<file path="src/rtl/sdram_write_seg.sv">
// sdram_write_seg: SDRAM write-burst engine that splits one request of any length
// into per-page segments (ACT / WRITE / burst / BT / tWR / PRE / tRP), moving to the
// next row (and next bank on row wrap) at each column-page boundary.
//
// Ports:
//   sys_clk_i, rst_n_i          clock; synchronous active-low reset
//   init_end_i                  SDRAM init done, gates request acceptance only
//   wr_en_i                     write request level, held until wr_end_o
//   wr_addr_i                   {bank,row,col} start address
//   wr_data_i                   write data, consumed every cycle wr_ack_o=1
//   wr_burst_len_i              words to write; 0 means ignore the request
//   wr_ack_o                    data-consume strobe (same as wr_sdram_en_o)
//   wr_end_o                    one-cycle completion pulse
//   wr_busy_o                   high whenever the engine is not idle
//   write_cmd_o                 registered {CS_n,RAS_n,CAS_n,WE_n}
//   write_ba_o, write_addr_o    registered bank / A-bus
//   wr_sdram_en_o               DQ output enable
//   wr_sdram_data_o             DQ data, zero when not enabled
module sdram_write_seg #(
    parameter int unsigned DATA_W = 16,
    parameter int unsigned BA_W   = 2,
    parameter int unsigned ROW_W  = 13,
    parameter int unsigned COL_W  = 9,
    parameter int unsigned ADDR_W = 13,
    parameter int unsigned LEN_W  = 16,
    parameter int unsigned TRCD   = 2,
    parameter int unsigned TWR    = 2,
    parameter int unsigned TRP    = 2
) (
    input  logic                          sys_clk_i,
    input  logic                          rst_n_i,
    input  logic                          init_end_i,
    input  logic                          wr_en_i,
    input  logic [BA_W+ROW_W+COL_W-1:0]   wr_addr_i,
    input  logic [DATA_W-1:0]             wr_data_i,
    input  logic [LEN_W-1:0]              wr_burst_len_i,
    output logic                          wr_ack_o,
    output logic                          wr_end_o,
    output logic                          wr_busy_o,
    output logic [3:0]                    write_cmd_o,
    output logic [BA_W-1:0]               write_ba_o,
    output logic [ADDR_W-1:0]             write_addr_o,
    output logic                          wr_sdram_en_o,
    output logic [DATA_W-1:0]             wr_sdram_data_o
);

    localparam int unsigned WADDR_W = BA_W + ROW_W + COL_W;
    localparam int unsigned SEG_W   = COL_W + 1;
    localparam int unsigned CNT_W   = (SEG_W > 16) ? SEG_W : 16;
    localparam int unsigned CMP_W   = (LEN_W > SEG_W) ? LEN_W : SEG_W;
    localparam int unsigned PAGE    = 2 ** COL_W;

    localparam logic [3:0] CMD_NOP  = 4'b0111;
    localparam logic [3:0] CMD_ACT  = 4'b0011;
    localparam logic [3:0] CMD_WR   = 4'b0100;
    localparam logic [3:0] CMD_BT   = 4'b0110;
    localparam logic [3:0] CMD_PRE  = 4'b0010;

    // A-bus pattern for precharge-all: only A10 set
    localparam logic [ADDR_W-1:0] A10_ONLY = ADDR_W'(1) << 10;

    typedef enum logic [3:0] {
        S_IDLE, S_ACT, S_TRCD, S_WRITE, S_DATA, S_TWR, S_PRE, S_TRP, S_END
    } state_t;

    state_t              cur_state;
    state_t              nxt_state;
    logic [CNT_W-1:0]    cnt;
    logic [BA_W-1:0]     bank;
    logic [ROW_W-1:0]    row;
    logic [COL_W-1:0]    col;
    logic [LEN_W-1:0]    remaining;
    logic [SEG_W-1:0]    seg;

    logic                start_c;
    logic                data_last_c;
    logic [SEG_W-1:0]    room_c;
    logic [SEG_W-1:0]    seg_c;
    logic [3:0]          cmd_nxt;
    logic [BA_W-1:0]     ba_nxt;
    logic [ADDR_W-1:0]   addr_nxt;

    assign start_c     = wr_en_i & init_end_i & (wr_burst_len_i != '0);
    assign data_last_c = (cnt == CNT_W'(seg) - CNT_W'(1));

    // Segment length: the lesser of words still owed and words left in this page
    assign room_c = SEG_W'(PAGE) - SEG_W'(col);
    assign seg_c  = (CMP_W'(remaining) < CMP_W'(room_c)) ? SEG_W'(remaining) : room_c;

    // State register
    always_ff @(posedge sys_clk_i) begin
        if (!rst_n_i) begin
            cur_state <= S_IDLE;
        end else begin
            cur_state <= nxt_state;
        end
    end

    // Next-state logic
    always_comb begin
        nxt_state = cur_state;
        case (cur_state)
            S_IDLE:  if (start_c) nxt_state = S_ACT;
            S_ACT:   nxt_state = S_TRCD;
            S_TRCD:  if (cnt == CNT_W'(TRCD - 1)) nxt_state = S_WRITE;
            S_WRITE: nxt_state = S_DATA;
            S_DATA:  if (data_last_c) nxt_state = S_TWR;
            S_TWR:   if (cnt == CNT_W'(TWR - 1)) nxt_state = S_PRE;
            S_PRE:   nxt_state = S_TRP;
            S_TRP:   if (cnt == CNT_W'(TRP - 1)) nxt_state = (remaining != '0) ? S_ACT : S_END;
            S_END:   nxt_state = S_IDLE;
            default: nxt_state = S_IDLE;
        endcase
    end

    // Output decode: status/DQ are combinational, command fields feed the bus register
    always_comb begin
        cmd_nxt         = CMD_NOP;
        ba_nxt          = '1;
        addr_nxt        = '1;
        wr_ack_o        = (cur_state == S_DATA);
        wr_sdram_en_o   = (cur_state == S_DATA);
        wr_end_o        = (cur_state == S_END);
        wr_busy_o       = (cur_state != S_IDLE);
        wr_sdram_data_o = (cur_state == S_DATA) ? wr_data_i : '0;
        case (cur_state)
            S_ACT: begin
                cmd_nxt  = CMD_ACT;
                ba_nxt   = bank;
                addr_nxt = ADDR_W'(row);
            end
            S_WRITE: begin
                cmd_nxt  = CMD_WR;
                ba_nxt   = bank;
                addr_nxt = ADDR_W'(col);
            end
            S_DATA: begin
                if (data_last_c) cmd_nxt = CMD_BT;
            end
            S_PRE: begin
                cmd_nxt  = CMD_PRE;
                ba_nxt   = bank;
                addr_nxt = A10_ONLY;
            end
            default: ;
        endcase
    end

    // Command bus register: command for a state appears one cycle after it
    always_ff @(posedge sys_clk_i) begin
        if (!rst_n_i) begin
            write_cmd_o  <= CMD_NOP;
            write_ba_o   <= '1;
            write_addr_o <= '1;
        end else begin
            write_cmd_o  <= cmd_nxt;
            write_ba_o   <= ba_nxt;
            write_addr_o <= addr_nxt;
        end
    end

    // Shared wait/burst counter: restarts on every state change
    always_ff @(posedge sys_clk_i) begin
        if (!rst_n_i) begin
            cnt <= '0;
        end else if (cur_state == S_IDLE || nxt_state != cur_state) begin
            cnt <= '0;
        end else begin
            cnt <= cnt + CNT_W'(1);
        end
    end

    // Request address/length tracking across segments
    always_ff @(posedge sys_clk_i) begin
        if (!rst_n_i) begin
            bank      <= '0;
            row       <= '0;
            col       <= '0;
            remaining <= '0;
            seg       <= '0;
        end else begin
            case (cur_state)
                S_IDLE: begin
                    if (start_c) begin
                        bank      <= wr_addr_i[WADDR_W-1 -: BA_W];
                        row       <= wr_addr_i[COL_W +: ROW_W];
                        col       <= wr_addr_i[COL_W-1:0];
                        remaining <= wr_burst_len_i;
                    end
                end
                S_WRITE: seg <= seg_c;
                S_DATA: begin
                    if (data_last_c) remaining <= remaining - LEN_W'(seg);
                end
                S_TRP: begin
                    // Continuation starts at column 0 of the next row; row wrap carries into bank
                    if (cnt == CNT_W'(TRP - 1) && remaining != '0) begin
                        col <= '0;
                        row <= row + ROW_W'(1);
                        if (&row) bank <= bank + BA_W'(1);
                    end
                end
                default: ;
            endcase
        end
    end

endmodule
</file>
<file path="config.mk">
export PLATFORM = sky130hd
export DESIGN_NAME = sdram_write_seg
export DESIGN_NICKNAME = d
export VERILOG_FILES = /design/src/rtl/sdram_write_seg.sv
export SDC_FILE = /design/constraint.sdc
export NUM_CORES = 1
export LEC_CHECK = 0
export CAP_MARGIN = 40
export CORE_MARGIN = 3
export CORE_UTILIZATION = 53
export DETAILED_ROUTE_END_ITERATION = 6
export PLACE_DENSITY = 0.78
export SLEW_MARGIN = 15
export SYNTH_ARGS = -nofsm -noshare
export SYNTH_HDL_FRONTEND = slang
export SYNTH_SLANG_ARGS = --single-unit
</file>
<file path="constraint.sdc">
create_clock -name sys_clk_i -period 4.01 [get_ports sys_clk_i]
set_input_delay 1.203 -clock sys_clk_i [delete_from_list [all_inputs] [get_ports sys_clk_i]]
set_output_delay 1.203 -clock sys_clk_i [all_outputs]
set_load 0.02 [all_outputs]
</file>
# After elaboration in Yosys (flattened, before gate mapping)

Index checks and enable logic that the tools add are counted.

Input port bits: 60
Register bits after elaboration: 89
Word-level logic and storage cells: 75

Add/sub/neg operators: 6
Reductions and logical operators: 15
Magnitude comparators: 1
Muxes and demuxes: 25
Eq/ne operators: 15
Bitwise logic cells: 3

Operator list:

| operator                                           | count |
|---|---|
| 2-to-1 mux 16 bit                                  | 3 |
| one-hot mux 13 bit (3 select lines)                | 1 |
| one-hot mux 16 bit (2 select lines)                | 1 |
| one-hot mux 4 bit (8 select lines)                 | 1 |
| nonzero test 16 bit                                | 2 |
| 2-to-1 mux 13 bit                                  | 2 |
| one-hot mux 13 bit (2 select lines)                | 1 |
| 2-to-1 mux 4 bit                                   | 6 |
| 2-to-1 mux 9 bit                                   | 2 |
| one-hot mux 9 bit (2 select lines)                 | 1 |
| adder 16 x 1 -> 16 bit, second input constant      | 1 |
| == test 16 x 1 -> 1 bit, second input constant     | 1 |
| == test 16 bit                                     | 1 |
| == test 4 x 3 -> 1 bit, second input constant      | 4 |
| < comparator 16 x 10 -> 1 bit                      | 1 |
| subtractor 16 x 10 -> 16 bit                       | 1 |
| adder 13 x 1 -> 13 bit, second input constant      | 1 |
| AND reduction 13 bit                               | 1 |
| one-hot mux 3 bit (4 select lines)                 | 1 |
| subtractor 10 x 1 -> 11 bit, second input constant | 1 |
| 2-to-1 mux 10 bit                                  | 1 |
| subtractor 10 x 9 -> 10 bit, first input constant  | 1 |
| == test 4 x 2 -> 1 bit, second input constant      | 2 |
| 2-to-1 mux 2 bit                                   | 3 |
| other kinds (20)                                   | 25 |

# Longest topological paths before layout

Gate-level depths: netlist of the first run.

Depth after elaboration: 7
Depth in mapped cells: 13

# Worst setup path after synthesis of the first run

No wires, ideal clock.

Path type: flip-flop to flip-flop
Start: register seg[1]
End: register remaining[4]
Cell stages (with the launch flop): 11
Setup slack: 1032 ps
Path buffers: 1
Data arrival time: 2834 ps
Cell sequence: dfxtp_1 > inv_1 > ha_1 > or3b_2 > or3_1 > a211oi_2 > o22ai_1 > or4b_4 > buf_6 > a221oi_2 > a311oi_1

Longest elaborated chain between the ends: 4
Elaborated cells on any way between the ends: 7

Ends and longest elaborated chain:

| item                                    | line | text |
|---|---|---|
| from (decl)                             | 73   | `logic [SEG_W-1:0] seg;` |
| from (signal assigned)                  | 191  | `S_WRITE: seg <= seg_c;` |
| subtractor 10 x 1 -> 11 bit             | 84   | `assign data_last_c = (cnt == CNT_W'(seg) - CNT_W'(1));` |
| == test 16 bit                          | 84   |  |
| != test 2 x 1 -> 1 bit (no source line) | -    |  |
| AND reduction 3 bit (no source line)    | -    |  |
| to (signal assigned)                    | 188  | `remaining <= wr_burst_len_i;` |
| to (signal assigned)                    | 193  | `if (data_last_c) remaining <= remaining - LEN_W'(seg);` |
| to (decl)                               | 72   | `logic [LEN_W-1:0] remaining;` |

Parallel ways exist; a longest one is shown, timed or not. The select of a mux whose other input is x is not followed.
A chain may end at the register's enable or synchronous reset.

# Final worst setup path of the first run

Start: input wr_data_i[14]
End: output wr_sdram_data_o[14]

Longest elaborated chain between the ends: 1

Ends and longest elaborated chain:

| item              | line | text |
|---|---|---|
| from (decl)       | 35   | `input logic [DATA_W-1:0] wr_data_i,` |
| 2-to-1 mux 16 bit | 125  | `wr_sdram_data_o = (cur_state == S_DATA) ? wr_data_i : '0;` |
| to (decl)         | 44   | `output logic [DATA_W-1:0] wr_sdram_data_o` |

Every way passes these cells.

==> impl_metrics.csv, run 1 <==
group,metric,value,unit
timing,hold_viol_final,0,
job,cap_violations,0,
detailed_routing,vias,5440,
synth,yosysSeqAreaShare,32.3,%
finish,antenna_cells,0,
clock_network,cts_buffer_depth,2,
detailed_routing,firstDrtPassIters,6,
finish,final_nets,839,
synth,muxShareOfSynthArea,2.57,%
grt,gr-total-overflow,0,
synth,avgSynthCellArea,8.05,sq um
synth,synth-xor-area-share,6.11,%
clock_network,cts_sinks,88,
critical_path,critPathKind,"in -> out",
critical_path,crit_arrival,2.41,ns
synth,synthDistinctLibCells,70,
floorplanning,dieArea,11500,sq um
placement,place_worst_setup_slack,0.390,ns
timing,holdWs,0.494,ns
timing,fin_skew,0.0167,ns
finish,final_cells,892,
clock_network,htreeDepth,3,
clock_network,cts-root-buf,"clkbuf_8",
timing,drv_slew,0,
hold_path,whs_endpoint,"write_addr_o[12]",
floorplanning,die_x,107,um
critical_path,cp.required,2.81,ns
timing,worst_pin_slew,0.746,ns
floorplanning,rows,36,
placement,placedCellCount,876,
timing,max_freq,277,MHz
placement,port_buffers,97,
grt,grt_pass1_vias,5108,
synth,syn_inst,677,
timing,rsz0062_at_grt,"false",
detailed_routing,drc_errors,0,
clock_network,cts_buffers,9,
detailed_routing,routed_wl,15.6,mm
synth,synth_edf_count,0,
synth,yosys.area.top_type,"dfxtp_1",
clock_network,postCtsSetupBuffers,0,
grt,grt_antenna_before_repair,0,
synth,yosysTopAreaCellShare,32.3,%
clock_network,cts_tree,"yes",
power_and_ir_drop,worst_ir_drop_vdd,214,uV
placement,hpwl,11.5,mm
detailed_routing,wl_per_cell,17.5,um
clock_network,hold_buffers,0,
synth,synth_flop_cell,"dfxtp_1",
synth,synth_area_leaders,"dfxtp_1 (32%), ha_1 (5.5%), a21oi_1 (5.1%)",
critical_path,crit_family,"buffers and inverters",
floorplanning,initial_utilization,55.2,%
finish,drive_gt1_share,7.64,%
critical_path,cp-end-kind,"primary output",
synth,ys_async_sr_fraction,0,%
finish,final_common_cell,"clkdlybuf4s50_1",
power_and_ir_drop,finalPower,2.12,mW
synth,synth_compound_area_share,22.3,%
grt,grtUsageTotal,27.3,%
detailed_routing,via_per_inst,6.10,
floorplanning,ioPinCount,99,
clock_network,cts_resized,0,
timing,fin_crit_sh,90.1,%
synth,synthAdderAreaFrac,5.88,%
detailed_routing,ant_nets,0,
hold_path,min_path_type,"reg -> reg",
critical_path,critPathSlowestCell,"clkdlybuf4s50_1",
critical_path,r2r_start,"seg[1]",
finish,finalInstanceArea,6710,sq um
synth,netlist_area,5450,sq um
finish,fillers,807,
critical_path,critPathLaunchType,"input pin",
critical_path,r2r_setup_slack,0.44,ns
placement,dpl-instance-area,6510,sq um
grt,met2_usage,43.9,%
floorplanning,fp.coreArea,9860,sq um
timing,setup_ws,0.398,ns
synth,synth_top_family_by_area,"simple AND/OR/NAND/NOR gates",
critical_path,path_common_cell,"clkdlybuf4s50_1",
timing,max_slew_margin,50.3,%
critical_path,worstPathCellList,"clkdlybuf4s50_1 > and3_1 > clkdlybuf4s50_1",
synth,synth-simple-area-share,24.8,%
synth,yosysWarnings,0,
grt,grt_max_degree,33,
power_and_ir_drop,p_per_area,316,nW/um^2
synth,ys_ff_latch,88,
run_status,status,"finished clean",
power_and_ir_drop,leakagePower,2.59,nW
finish,finalCoreUtilization,68.0,%
critical_path,path_buf_inv,2,
placement,gp_congestion,0.865,
timing,setup_viol,0,
timing,setup_tns,0,ns
critical_path,r2r_end,"cnt[2]",
hold_path,hold_start,"row[12]",
clock_network,insertion_delay,0.38,ns
detailed_routing,first_iter_violations,418,
hold_path,hold_depth,1,
grt,grt_pass1_wl,25.4,mm
synth,synth_nets,762,
finish,synthToLayoutAreaGrowth,23.1,%
floorplanning,die_y,107,um
critical_path,ff2ff_path_depth,9,
grt,use_met3,5.58,%
clock_network,clkTransAtPathRegs,0.09,ns
critical_path,cpPeakStageDelay,0.60,ns
grt,grt-busiest-layer,"met2",
critical_path,cp_max_fo,1,
grt,use_met1,36.7,%
finish,final_cell_mix,"clkdlybuf4s50_1 (97), dfxtp_1 (88), a21oi_1 (55)",
timing,fin_crit,3.61,ns
-- synth_stat cells (3+ instances only) --
cell type and number:
dfxtp_1 88, a21oi_1 55, nand2_1 48, nor2_1 43, clkbuf_1 38, inv_1 33
nand3_1 32, nor3_1 32, and3_1 28, o21ai_0 27, ha_1 24, xnor2_1 19
xor2_1 19, nor4_1 13, a211oi_1 10, a221o_1 9, mux2_2 8, nand2b_1 8
nand4_1 8, nor2b_1 7, a21o_1 6, a221oi_1 6, a311oi_1 6, and2_1 6
o21a_1 6, o22ai_1 6, mux2i_1 5, o221ai_1 5, or2_2 5, or3_1 5
a32o_1 4, nor3b_1 4, a41oi_1 3, buf_2 3, o211a_1 3, o211ai_1 3
o31a_1 3, o31ai_1 3, or4_1 3
-- registers in the layout (all words and copies together), names as in the netlist --
name,count
cnt,16
bank,2
write_ba_o,2
remaining,16
write_addr_o,13
col,9
seg,10
cur_state,4
row,13
write_cmd_o,3
-- per-layer routing --
metal	up-vias	share of wire (%)
met4	0	2.6
met2	195	46
met1	2575	44
met5	-	0
li1	2638	-
met3	32	7.3
-- worst max-delay path by stage --
stage	startpoint	to	slack (ns)	cells after the start
4_1_cts	wr_data_i[12]	wr_sdram_data_o[12]	0.39	3
2_1_floorplan	seg[1]	remaining[4]	1.03	10
6_report	wr_data_i[14]	wr_sdram_data_o[14]	0.40	3
3_3_place_gp	wr_data_i[14]	wr_sdram_data_o[14]	0.41	3
5_1_grt	seg[1]	cnt[3]	0.31	9
3_5_place_dp	wr_data_i[12]	wr_sdram_data_o[12]	0.39	3
-- worst reg2reg max path, delay by kind of cell (launching register included) --
family                     cells  cell delay [ns]
DFF                            1             0.38
buffers and inverters          1             0.13
AOI/OAI and AO/OA              3             1.11
adders and majority gates      1             0.30
and+or+nand+nor                4             1.50
-- logic make-up after synthesis --
logic type / after synthesis
AOI/OAI and AO/OA: 177
other: 1
DFF: 88
xor gates and xnor gates: 38
muxes: 13
and+or+nand+nor: 256
buffers and inverters: 79
adders and majority gates: 25
-- power breakdown --
part / internal (mW) / switching, mW / leakage [nW]
Combinational: 0.255 / 0.276 / 1.78
Clock: 0.247 / 0.386 / 0.0985
Sequential: 0.909 / 0.0451 / 0.716
-- area by class of cell --
type	count	area [sq um]	share of cell area, %
inverters	34	128	1.90
repair buffers	111	1080	16.0
clock buffers	9	124	1.85
flip-flops and latches	88	1760	26.3
clock inverters	7	75.1	1.12
multi-input cells	510	3380	50.3
well taps	133	166	2.48
Note: power is estimated with default switching activity, not from simulation.
==> run 2, diff against run 1 <==
Settings changed: CORE_UTILIZATION 53 to 28, PLACE_DENSITY 0.78 to 0.55.
==> run 2 against run 1 <==
  * Via count shrank 2.7%
  * Register-to-register slack better by 0.19 ns
  * First-iteration DRC count is 24% lower
  * Design area grew 4.7%
==> impl_metrics.csv, run 2 (synthesis results as in run 1) <==
group,metric,value,unit
hold_path,min_path_type,"reg -> reg",
detailed_routing,firstDrtPassIters,4,
clock_network,cts_tree,"yes",
timing,fin_crit,3.60,ns
grt,grt_antenna_before_repair,0,
critical_path,crit_arrival,2.40,ns
placement,place_worst_setup_slack,0.401,ns
clock_network,htreeDepth,3,
finish,synthToLayoutAreaGrowth,28.8,%
placement,hpwl,12.5,mm
timing,fin_crit_sh,89.8,%
clock_network,insertion_delay,0.36,ns
clock_network,cts_sinks,88,
critical_path,r2r_end,"remaining[1]",
finish,finalCoreUtilization,37.2,%
timing,hold_viol_final,0,
hold_path,hold_depth,1,
timing,rsz0062_at_grt,"false",
critical_path,ff2ff_path_depth,9,
timing,drv_slew,0,
finish,finalInstanceArea,7020,sq um
clock_network,cts_resized,0,
placement,port_buffers,97,
timing,setup_ws,0.409,ns
finish,antenna_cells,0,
timing,setup_tns,0,ns
power_and_ir_drop,leakagePower,2.67,nW
clock_network,cts-root-buf,"clkbuf_16",
placement,gp_congestion,0.791,
finish,final_nets,844,
finish,fillers,1983,
detailed_routing,routed_wl,16.8,mm
floorplanning,dieArea,21200,sq um
floorplanning,fp.coreArea,18900,sq um
detailed_routing,ant_nets,0,
grt,gr-total-overflow,0,
timing,max_slew_margin,47.3,%
hold_path,hold_start,"bank[1]",
clock_network,postCtsSetupBuffers,0,
timing,worst_pin_slew,0.787,ns
timing,holdWs,0.473,ns
grt,grt_pass1_wl,27.3,mm
grt,grt_pass1_vias,4915,
clock_network,clkTransAtPathRegs,0.07,ns
critical_path,critPathLaunchType,"input pin",
floorplanning,die_y,146,um
detailed_routing,wl_per_cell,16.4,um
floorplanning,initial_utilization,28.8,%
power_and_ir_drop,finalPower,2.38,mW
grt,grtUsageTotal,15.8,%
detailed_routing,first_iter_violations,319,
job,cap_violations,0,
detailed_routing,drc_errors,0,
finish,drive_gt1_share,8.25,%
critical_path,cp.required,2.81,ns
finish,final_cells,1024,
power_and_ir_drop,worst_ir_drop_vdd,169,uV
power_and_ir_drop,p_per_area,340,nW/um^2
critical_path,r2r_start,"seg[1]",
placement,dpl-instance-area,6710,sq um
clock_network,cts_buffer_depth,2,
finish,final_cell_mix,"clkdlybuf4s50_1 (97), dfxtp_1 (88), a21oi_1 (55)",
timing,max_freq,278,MHz
finish,final_common_cell,"clkdlybuf4s50_1",
critical_path,cp-end-kind,"primary output",
critical_path,cp_max_fo,1,
critical_path,r2r_setup_slack,0.63,ns
floorplanning,ioPinCount,99,
placement,placedCellCount,1008,
floorplanning,rows,50,
detailed_routing,via_per_inst,5.17,
detailed_routing,vias,5295,
critical_path,critPathKind,"in -> out",
hold_path,whs_endpoint,"write_ba_o[1]",
timing,setup_viol,0,
run_status,status,"finished clean",
clock_network,cts_buffers,9,
timing,fin_skew,0.00934,ns
grt,grt_max_degree,33,
clock_network,hold_buffers,0,
floorplanning,die_x,146,um
finish,top_regs,"cnt (16), remaining (16)",
run 2: worst max path at each step:
| stage | from | to | slack, ns | cells past startpoint |
|---|---|---|---|---|
| finish | wr_data_i[2] | wr_sdram_data_o[2] | 0.41 | 3 |
| global route | wr_data_i[2] | wr_sdram_data_o[2] | 0.38 | 3 |
| detailed placement | wr_burst_len_i[11] | cnt[12] | 0.40 | 6 |
| global placement | wr_burst_len_i[11] | cnt[1] | 0.40 | 6 |
| CTS | wr_data_i[11] | wr_sdram_data_o[11] | 0.40 | 3 |
| floorplan | seg[1] | remaining[4] | 1.03 | 10 |
run 2: worst max-delay path, stage by stage:
cell,delay [ns]
clkdlybuf4s50_1,0.45
and3_1,0.14
clkdlybuf4s50_1,0.61
run 2: cell type report:
cell class                      count  area (sq um)  area share [%]
Clock buffer                       10           239            3.40
Clock inverter                      6          73.8            1.05
Inverter                           34           128            1.82
Multi-Input combinational cell    510          3380            48.1
Sequential cell                    88          1760            25.1
Tap cell                          260           325            4.63
Timing Repair Buffer              116          1120            15.9
run 2: routing by layer:
metal  part of all wire, %  up-vias  track usage (%)  routed length [um]
li1                      -     2658                -                   -
met4                   1.6        0             4.84                 277
met5                     0        -                0                   0
met1                    49     2482             22.0                8180
met2                    45      139             24.6                7540
met3                   4.9       16             3.21                 821
run 2: power by group:
group          internal (mW)  switching (mW)  total (mW)
Sequential             0.909          0.0445       0.954
Clock                  0.508           0.385       0.893
Combinational          0.258           0.279       0.537
Total                   1.68           0.709        2.38
==> run 3, diff against run 2 <==
Clock period 4.01 ns to 4.7 ns, I/O delays scaled along.
==> run 3 against run 2 <==
  * Combinational power down 15%
  * First-iteration DRC count up 20%
  * Total power down 18%
  * Non-clock buffer count down 4
  * Setup slack better by 0.28 ns
  * Critical path type unchanged
==> impl_metrics.csv, run 3 (synthesis results as in run 1) <==
group,metric,value,unit
critical_path,r2r_setup_slack,1.37,ns
critical_path,r2r_start,"seg[1]",
finish,fillers,1976,
clock_network,insertion_delay,0.35,ns
grt,grt_pass1_vias,4879,
power_and_ir_drop,internal_power,1.36,mW
critical_path,critPathSlowestCell,"clkdlybuf4s50_1",
critical_path,cp.required,3.29,ns
clock_network,cts-root-buf,"clkbuf_16",
detailed_routing,routed_wl,16.9,mm
clock_network,htreeDepth,3,
critical_path,worstPathCellList,"clkdlybuf4s50_1 > and3_1 > clkdlybuf4s50_1",
critical_path,path_common_cell,"clkdlybuf4s50_1",
detailed_routing,wl_met2,7.36,mm
detailed_routing,drc_errors,0,
placement,port_buffers,97,
clock_network,cts_buffers,9,
clock_network,hold_buffers,0,
floorplanning,fp.coreArea,18900,sq um
clock_network,postCtsSetupBuffers,0,
power_and_ir_drop,netSwitchingPower,0.604,mW
detailed_routing,first_iter_violations,382,
timing,setup_viol,0,
grt,grt_pass1_wl,27.5,mm
detailed_routing,firstDrtPassIters,5,
power_and_ir_drop,p_per_area,282,nW/um^2
floorplanning,die_y,146,um
detailed_routing,wl_per_cell,16.6,um
finish,synthToLayoutAreaGrowth,27.6,%
finish,drive_gt1_share,7.63,%
critical_path,ff2ff_path_depth,9,
detailed_routing,met3WireLength,934,um
detailed_routing,wl_met1,8.30,mm
timing,fin_skew,0.0111,ns
finish,final_cell_mix,"clkdlybuf4s50_1 (97), dfxtp_1 (88), a21oi_1 (55)",
grt,grt_antenna_before_repair,0,
critical_path,critPathKind,"in -> out",
run_status,status,"finished clean",
timing,setup_tns,0,ns
critical_path,path_buf_inv,2,
hold_path,min_path_type,"reg -> reg",
clock_network,cts_sinks,88,
power_and_ir_drop,leakagePower,2.62,nW
detailed_routing,top_layer,"met4",
timing,worst_pin_slew,0.868,ns
critical_path,cpPeakStageDelay,0.60,ns
power_and_ir_drop,worst_ir_drop_vdd,152,uV
finish,top_regs,"cnt (16), remaining (16)",
clock_network,clkTransAtPathRegs,0.07,ns
placement,gp_congestion,0.797,
clock_network,cts_tree,"yes",
hold_path,hold_depth,1,
floorplanning,ioPinCount,99,
placement,place_worst_setup_slack,0.478,ns
grt,grtUsageTotal,15.8,%
timing,rsz0062_at_grt,"false",
critical_path,crit_family,"buffers and inverters",
placement,hpwl,12.5,mm
clock_network,cts_resized,0,
floorplanning,rows,50,
floorplanning,die_x,146,um
timing,max_slew_margin,41.8,%
hold_path,whs_endpoint,"write_ba_o[1]",
timing,holdWs,0.482,ns
timing,setup_ws,0.684,ns
timing,fin_crit_sh,85.4,%
critical_path,cp_max_fo,1,
timing,fin_crit,4.02,ns
power_and_ir_drop,pwr-share-clk,35.4,%
timing,drv_slew,0,
finish,final_nets,840,
detailed_routing,ant_nets,0,
grt,gr-total-overflow,0,
critical_path,r2r_end,"remaining[1]",
clock_network,cts_buffer_depth,2,
timing,hold_viol_final,0,
critical_path,critPathLaunchType,"input pin",
critical_path,cp-end-kind,"primary output",
critical_path,crit_arrival,2.61,ns
job,cap_violations,0,
timing,max_freq,249,MHz
detailed_routing,via_per_inst,5.13,
floorplanning,dieArea,21200,sq um
detailed_routing,vias,5231,
finish,final_common_cell,"clkdlybuf4s50_1",
power_and_ir_drop,combPwrFrac,23.1,%
finish,antenna_cells,0,
hold_path,hold_start,"bank[1]",
power_and_ir_drop,pwr-share-seq,41.5,%
grt,grt_max_degree,33,
floorplanning,initial_utilization,28.8,%
power_and_ir_drop,netSwitchingFraction,30.8,%
[run 3: final cells by class]
cell class,instances,area [sq um],area share (%)
clock inverters,6,51.3,0.738
inverters,34,128,1.84
multi-input cells,510,3380,48.6
repair buffers,112,1080,15.6
clock buffers,10,229,3.29
flip-flops and latches,88,1760,25.3
well taps,260,325,4.68
[run 3: worst max path at each step]
stage	from	cells past startpoint	end	slack, ns
after detailed placement	wr_burst_len_i[13]	6	cnt[12]	0.48
after CTS	wr_data_i[11]	3	wr_sdram_data_o[11]	0.68
after floorplan	wr_data_i[0]	1	wr_sdram_data_o[0]	1.64
after global routing	wr_data_i[9]	3	wr_sdram_data_o[9]	0.65
after global placement	wr_burst_len_i[11]	6	cnt[2]	0.45
final	wr_data_i[11]	3	wr_sdram_data_o[11]	0.68
[run 3: power by group through the flow]
stage | Sequential [mW] | Combinational [mW] | Clock (mW)
floorplan | 0.821 | 0.300 | 0
global placement | 0.831 | 0.445 | 0
detailed placement | 0.831 | 0.449 | 0
CTS | 0.814 | 0.452 | 0.712
global route | 0.820 | 0.506 | 0.741
finish | 0.815 | 0.454 | 0.694
[run 3: stage by stage]
| step | area (sq um) | total power, mW | util [%] | std cells |
|---|---|---|---|---|
| after floorplan | 5450 | 1.12 | - | 677 |
| after global placement | 6650 | 1.28 | 35.2 | 1001 |
| after detailed placement | 6670 | 1.28 | 35.3 | 1004 |
| after CTS | 6950 | 1.98 | 36.8 | 1020 |
| after global routing | 6950 | 2.07 | 36.8 | 1020 |
| final | 6950 | 1.96 | 36.8 | 1020 |
[run 3: metal layers]
| layer | vias to the layer above | global-route usage [%] |
|---|---|---|
| li1 | 2647 | - |
| met1 | 2413 | 22.4 |
| met2 | 153 | 24.0 |
| met3 | 18 | 3.89 |
| met4 | 0 | 4.51 |
| met5 | - | 0 |
